===== src/rtl/ibex_pkg.sv =====
// ibex_pkg: shared types for the register-file write-port controller
package ibex_pkg;
  typedef enum logic {RF_WCTRL_CLEAR, RF_WCTRL_RUN} rf_wctrl_state_e;
endpackage


===== src/rtl/ibex_rf_wport_ctrl.sv =====
// ibex_rf_wport_ctrl: arbitrates primary writeback, a buffered secondary writer and a clear sweep onto one RF write port
module ibex_rf_wport_ctrl
  import ibex_pkg::*;
#(
  parameter int DataWidth = 32,
  parameter int NumRegs = 32,
  parameter logic [DataWidth-1:0] WordZeroVal = '0,
  parameter bit ClearOnReset = 1'b1,
  parameter int SecMaxWait = 4,
  localparam int AddrWidth = $clog2(NumRegs)
) (
  input  logic                 clk_i,
  input  logic                 rst_i,
  input  logic                 wb_valid_i,
  input  logic [AddrWidth-1:0] wb_addr_i,
  input  logic [DataWidth-1:0] wb_data_i,
  input  logic                 sec_valid_i,
  input  logic [AddrWidth-1:0] sec_addr_i,
  input  logic [DataWidth-1:0] sec_data_i,
  output logic                 sec_ready_o,
  output logic                 wb_stall_o,
  input  logic                 clear_req_i,
  output logic                 clear_busy_o,
  output logic                 rf_we_o,
  output logic [AddrWidth-1:0] rf_waddr_o,
  output logic [DataWidth-1:0] rf_wdata_o,
  output logic                 pend_valid_o,
  output logic [AddrWidth-1:0] pend_addr_o,
  output logic [DataWidth-1:0] pend_data_o,
  output logic                 err_o
);
  localparam logic [AddrWidth-1:0] LastAddr = AddrWidth'(NumRegs - 1);
  localparam logic [AddrWidth-1:0] FirstAddr = AddrWidth'(1);
  localparam rf_wctrl_state_e ResetState = ClearOnReset ? RF_WCTRL_CLEAR : RF_WCTRL_RUN;
  rf_wctrl_state_e state_q, state_d;
  logic [AddrWidth-1:0] cnt_q, cnt_d, pend_addr_q, pend_addr_d;
  logic [DataWidth-1:0] pend_data_q, pend_data_d;
  logic pend_valid_q, pend_valid_d, stall_q, stall_d, err_q, err_d;
  logic [3:0] wait_q, wait_d;
  logic run, wb_act, squash, drain, blocked, load;
  assign run     = state_q == RF_WCTRL_RUN;
  assign wb_act  = wb_valid_i && |wb_addr_i;
  assign squash  = run && pend_valid_q && wb_act && wb_addr_i == pend_addr_q;
  assign drain   = run && pend_valid_q && !wb_act && !clear_req_i;
  assign blocked = run && pend_valid_q && wb_act && !squash && !clear_req_i && !stall_q;
  assign load    = sec_valid_i && sec_ready_o && |sec_addr_i && !clear_req_i;
  always_ff @(posedge clk_i or posedge rst_i) begin
    if (rst_i) state_q <= ResetState;
    else state_q <= state_d;
  end
  always_comb begin
    state_d = run ? (clear_req_i ? RF_WCTRL_CLEAR : RF_WCTRL_RUN)
                  : (cnt_q == LastAddr ? RF_WCTRL_RUN : RF_WCTRL_CLEAR);
  end
  // Primary has priority in RUN; the buffer only gets the port on idle primary cycles.
  always_comb begin
    sec_ready_o  = run && !pend_valid_q;
    clear_busy_o = !run;
    rf_we_o      = run ? (wb_act || drain) : 1'b1;
    rf_waddr_o   = !run ? cnt_q : wb_act ? wb_addr_i : pend_addr_q;
    rf_wdata_o   = !run ? WordZeroVal : wb_act ? wb_data_i : pend_data_q;
  end
  always_comb begin
    cnt_d        = (run || cnt_q == LastAddr) ? FirstAddr : cnt_q + FirstAddr;
    pend_valid_d = load ? 1'b1 : (clear_req_i || drain || squash) ? 1'b0 : pend_valid_q;
    pend_addr_d  = load ? sec_addr_i : pend_addr_q;
    pend_data_d  = load ? sec_data_i : pend_data_q;
    wait_d       = blocked ? wait_q + 4'd1 : 4'd0;
    stall_d      = blocked && (wait_q + 4'd1 == 4'(SecMaxWait));
    err_d        = wb_act && (!run || stall_q);
  end
  always_ff @(posedge clk_i or posedge rst_i) begin
    if (rst_i) begin
      cnt_q        <= FirstAddr;
      pend_valid_q <= 1'b0;
      pend_addr_q  <= '0;
      pend_data_q  <= '0;
      wait_q       <= '0;
      stall_q      <= 1'b0;
      err_q        <= 1'b0;
    end else begin
      cnt_q        <= cnt_d;
      pend_valid_q <= pend_valid_d;
      pend_addr_q  <= pend_addr_d;
      pend_data_q  <= pend_data_d;
      wait_q       <= wait_d;
      stall_q      <= stall_d;
      err_q        <= err_d;
    end
  end
  assign wb_stall_o   = stall_q;
  assign err_o        = err_q;
  assign pend_valid_o = pend_valid_q;
  assign pend_addr_o  = pend_addr_q;
  assign pend_data_o  = pend_data_q;
endmodule


===== config.mk =====
export PLATFORM = sky130hd
export DESIGN_NAME = ibex_rf_wport_ctrl
export DESIGN_NICKNAME = d
export VERILOG_FILES = /design/src/rtl/ibex_pkg.sv /design/src/rtl/ibex_rf_wport_ctrl.sv
export SDC_FILE = /design/constraint.sdc
export NUM_CORES = 1
export LEC_CHECK = 0
export ABC_AREA = 1
export BUFFER_PORTS_ARGS = -buffer_cell sky130_fd_sc_hd__buf_2
export CAP_MARGIN = 30
export CORE_ASPECT_RATIO = 0.5
export CORE_MARGIN = 2
export CORE_UTILIZATION = 41
export CTS_CLUSTER_DIAMETER = 100
export DETAILED_ROUTE_END_ITERATION = 7
export GPL_ROUTABILITY_DRIVEN = 1
export PLACE_DENSITY_LB_ADDON = 0.12
export SLEW_MARGIN = 10
export SYNTH_ARGS = -nofsm -noshare
export SYNTH_HDL_FRONTEND = slang
export SYNTH_SLANG_ARGS = --single-unit

===== constraint.sdc =====
create_clock -name clk_i -period 1.6 [get_ports clk_i]
set_clock_uncertainty 0.05 [all_clocks]
set_input_delay 0.32 -clock clk_i [delete_from_list [all_inputs] [get_ports clk_i]]
set_output_delay 0.32 -clock clk_i [all_outputs]
set_load 0.05 [all_outputs]

# ---- Word level (Yosys, flattened, before mapping)
# Cells that the tools add are included.
# Widths: inputs -> output; s select.
dict set report op_classes {
  addsub 2
  eq_ne 3
  mux 12
  n_reduce_logical 29
}
# cell n
set ops {}
lappend ops {{$mux 32} 2}
lappend ops {{$logic_and 1x1->1} 15}
lappend ops {{$mux 5} 3}
lappend ops {{$reduce_or 5->1} 2}
lappend ops {{$logic_not 1->1} 6}
lappend ops {{$mux 1} 6}
lappend ops {{$add 5x1->5 const B} 1}
lappend ops {{$eq 5x5->1} 1}
lappend ops {{$eq 5x5->1 const B} 1}
lappend ops {{$logic_or 1x1->1} 5}
lappend ops {{$add 4x1->4 const B} 1}
lappend ops {{$eq 4x3->1 const B} 1}
lappend ops {{$mux 4} 1}
lappend ops {{$reduce_bool 2->1} 1}
dict set report word_totals {
  ff_bits 50
  inputBits 79
  out_inout_bits 80
  word_cells 54
}

# ---- Depth between registers and ports, before layout
dict set report logic_depth {
  depth_word 9
  ltp_mapped 8
}

# ---- Worst setup path before layout
# OpenSTA, ideal clock, no wires.
dict set report synth_path {
  path_kind {input to output}
  from {input wb_addr_i[4]}
  to {output rf_waddr_o[2]}
  arrival_ns 1.862
  required_time_ns 1.230
  setup_slack_ns -0.632
  path_stages 6
  cell_sequence {inv_1 -> nand3_1 -> nand2_1 -> inv_2 -> nor2_1 -> o21ai_0}
}
dict set report synth_via {
  elab_chain_len 4
}
# item line_no
set synth_lines {}
lappend synth_lines {{start: declaration} ibex_rf_wport_ctrl.sv:15} ;# input logic [AddrWidth-1:0] wb_addr_i,
lappend synth_lines {{$reduce_or 5->1} ibex_rf_wport_ctrl.sv:42} ;# assign wb_act = wb_valid_i && |wb_addr_i;
lappend synth_lines {{$logic_and 1x1->1} ibex_rf_wport_ctrl.sv:42}
lappend synth_lines {{$mux 5 (2 in series)} ibex_rf_wport_ctrl.sv:60} ;# rf_waddr_o = !run ? cnt_q : wb_act ? wb_addr_i : pend_addr_q;
lappend synth_lines {{end: declaration} ibex_rf_wport_ctrl.sv:25} ;# output logic [AddrWidth-1:0] rf_waddr_o,
# Every way passes these cells.

# ---- Final worst setup path
dict set report layout_path {
  from {input wb_addr_i[4]}
  to {output rf_wdata_o[5]}
}
dict set report layout_via {
  elab_chain_len 4
}
# item line_no
set layout_lines {}
lappend layout_lines {{$reduce_or 5->1} ibex_rf_wport_ctrl.sv:42}
lappend layout_lines {{$logic_and 1x1->1} ibex_rf_wport_ctrl.sv:42}
lappend layout_lines {{$mux 32 (2 in series)} ibex_rf_wport_ctrl.sv:61} ;# rf_wdata_o = !run ? WordZeroVal : wb_act ? wb_data_i : pend_data_q;
lappend layout_lines {{end: declaration} ibex_rf_wport_ctrl.sv:26} ;# output logic [DataWidth-1:0] rf_wdata_o,
# Every way passes these cells.

==> impl_metrics.csv <==
group,metric,value,unit
finish,area_growth,85.60,%
timing,min_period,1.823,ns
clock_network,cts-htree-levels,2,
synth,yosysSeqAreaShare,42.78,%
clock_network,cts_made_buffers,5,
synth,yosys.area.top_type,"dfrtp_1",
critical_path,critPathMaxFanout,8,
routing,drtAntennaViolNets,0,
timing,rsz0062_at_grt,"yes",
timing,slew_headroom,70.32,%
routing,drt_iter0_drc,134,
clock_network,cts_root_buffer,"clkbuf_16",
timing,whs,0.002634,ns
critical_path,r2r_start,"run",
grt,grt_util_met2,39.70,%
critical_path,crit_path_end_kind,"output pin",
routing,dr_total_vias,3210,
synth,synth_cells,381,
synth,synth-main-ff-cell,"dfrtp_1",
die,io_pins,159,
synth,synth-seq-cells,50,
finish,nets,644,
timing,hold_violations,0,
clock_network,ctsHoldBuffers,0,
routing,drc_errors,0,
grt,grt_pass1_vias,2873,
power,design_power_total,9.504,mW
finish,nFillCells,458,
grt,use_met3,6.429,%
placement,hpwl,6.180,mm
timing,worst_slack,-0.2228,ns
finish,final_cells,655,
synth,synth.avg_cell_area,7.685,µm²
run_status,status,"finished with violations",
run_status,violations,"setup timing",
critical_path,rr_worst_depth,8,
finish,final_util,79.85,%
grt,grt_usage,23.07,%
critical_path,timing.rr.end,"pend_data_o[19]",
grt,grt.overflow.total,0,
grt,grt_max_degree,38,
clock_network,cts_tree,"done",
synth,synth_top_area_share,41.88,%
grt,antenna_found_initial,0,
power,leakage,2.656,nW
synth,synth_cell_types,23,
die,die_h,63.76,µm
grt,busiest_layer,"met2",
grt,grt_pass1_wl,13.90,mm
clock_network,clk_latency,0.29,ns
timing,tightest_slew,0.4405,ns
synth,async_flop_share,100.0,%
timing,period_share,113.9,%
routing,first_pass_iters,4,
timing,setup_viol,77,
die,initial_core_util,43.02,%
job,drv_cap,0,
clock_network,clock-sinks,50,
die,die_area,0.007874,mm²
clock_network,ctsLongestPathBuffers,2,
power,powerDensity,1749,mW/mm²
synth,ys_warn_count,0,
placement,dp.cells,632,
placement,numPortBuffers,158,
die,die_w,123.5,µm
finish,finalInstanceArea,0.005434,mm²
critical_path,start_kind,"input pin",
die,core-area,0.006805,mm²
power,vdd_ir_drop_max,1.498,mV
placement,placed_cell_area,0.004174,mm²
critical_path,cp.arrival,1.45,ns
timing,maxSlewViolCount,0,
critical_path,worstSetupPathType,"in2out",
timing,max_freq,548.6,MHz
synth,netlist_top_cells_area,"dfrtp_1 (42%), o21ai_2 (10%), nor2_1 (10%)",
finish,n_antenna_cell,0,
placement,place_ws,-0.3893,ns
critical_path,r2r_setup_slack,-0.13,ns
placement,place_congestion,0.8041,
finish,drive_gt1_share,64.12,%
routing,wl,10.22,mm
timing,tns,-9.119,ns
synth,syn_nets,463,
hold_path,hold_path.class,"in2async",
routing,routedWlPerCell,15.60,µm
routing,vias_per_cell,4.901,
critical_path,crit_required,1.23,ns
synth,netlist_area,0.002928,mm²
grt,grt_use_met1,29.24,%
die,rows,21,
synth,synth_edf_count,0,
clock_network,clk_pin_slew,0.07,ns
## layout by cell type (no fill, tap or decap)
master,count
dfstp_2,1
o21ai_2,38
inv_1,49
buf_6,49
o21ai_0,10
ha_1,3
buf_12,6
nand3_1,11
nor2_4,65
inv_8,1
inv_2,3
nor2_2,2
nor2_1,14
dfrtp_2,1
o21ai_4,2
xnor2_1,2
buf_16,3
nand2_2,21
xor2_1,2
clkbuf_8,1
a21oi_1,4
clkbuf_16,11
buf_2,114
clkinvlp_4,1
buf_4,6
o21ai_1,21
nand2_8,1
dfrtp_1,48
buf_8,8
nand2_1,35
inv_4,1
nand3_2,2
nand3b_1,1
nand2_4,19
nor3_1,2
or2_4,1
clkinv_2,1
nand3_4,3
## cells in the mapped netlist, drive strengths merged (2+ instances only)
library cell   n
nor2          81
nand2         76
o21ai         71
inv           54
dfrtp         49
nand3         15
buf           11
clkbuf         8
a21oi          4
ha             3
nor3           2
xnor2          2
xor2           2
## worst max path at each step
stage / cells after the start / endpoint / startpoint / slack (ns)
finish: 8 / rf_wdata_o[5] / wb_addr_i[4] / -0.22
global route: 8 / rf_wdata_o[5] / wb_addr_i[4] / -0.26
CTS: 10 / rf_waddr_o[0] / wb_addr_i[0] / -0.18
detailed placement: 8 / rf_wdata_o[21] / wb_addr_i[0] / -0.39
global placement: 9 / rf_wdata_o[25] / wb_addr_i[0] / -0.38
floorplan: 6 / pend_data_o[1] / pend_valid_o / -0.03
## logic make-up after synthesis
group	share of synthesized area, %
buf+inv	11.62
fa+ha+maj	1.282
compound gates	17.31
flops	42.78
simple gates	25.81
xor+xnor	1.197
## flip-flops by register name, indices dropped and copies added, names as in the netlist
| signal | cells |
|---|---|
| err_o | 1 |
| pend_valid_o | 1 |
| wait_q | 4 |
| wb_stall_o | 1 |
| pend_data_o | 32 |
| run | 1 |
| pend_addr_o | 5 |
| cnt_q | 5 |
## final cells by class
type / count / area, µm² / area share (%)
Timing Repair Buffer: 192 / 1640 / 30.19
Multi-Input combinational cell: 259 / 2061 / 37.92
Clock inverter: 2 / 12.51 / 0.2303
Clock buffer: 6 / 138.9 / 2.556
Tap cell: 92 / 115.1 / 2.118
Inverter: 54 / 212.7 / 3.914
Sequential cell: 50 / 1254 / 23.07
## worst max-delay path, stage by stage
cell and delay, ns:
buf_2 0.09, inv_2 0.05, nand3_4 0.11, nand2_8 0.11, buf_16 0.16, o21ai_0 0.37
nor2_4 0.06, buf_6 0.16
## timing repair
item | 4_1_cts | 5_1_grt
buffers inserted | 3 | 1
pin swaps | 4 | 8
gates resized for setup | 197 | 60
setup endpoints to repair | 39 | 80
cloned | 3 | 8
## report_power, final
| part | internal (mW) | switching [mW] | leakage, nW |
|---|---|---|---|
| clock network | 0.620 | 0.481 | 0.0729 |
| registers | 1.79 | 0.815 | 0.633 |
| logic | 1.94 | 3.86 | 1.95 |
## layer usage
layer	up-vias	share of wire [%]
met3	9	6.0
li1	1550	-
met4	0	0.96
met5	-	0
met2	103	48
met1	1548	45
Power figures use the tool's default switching activity.
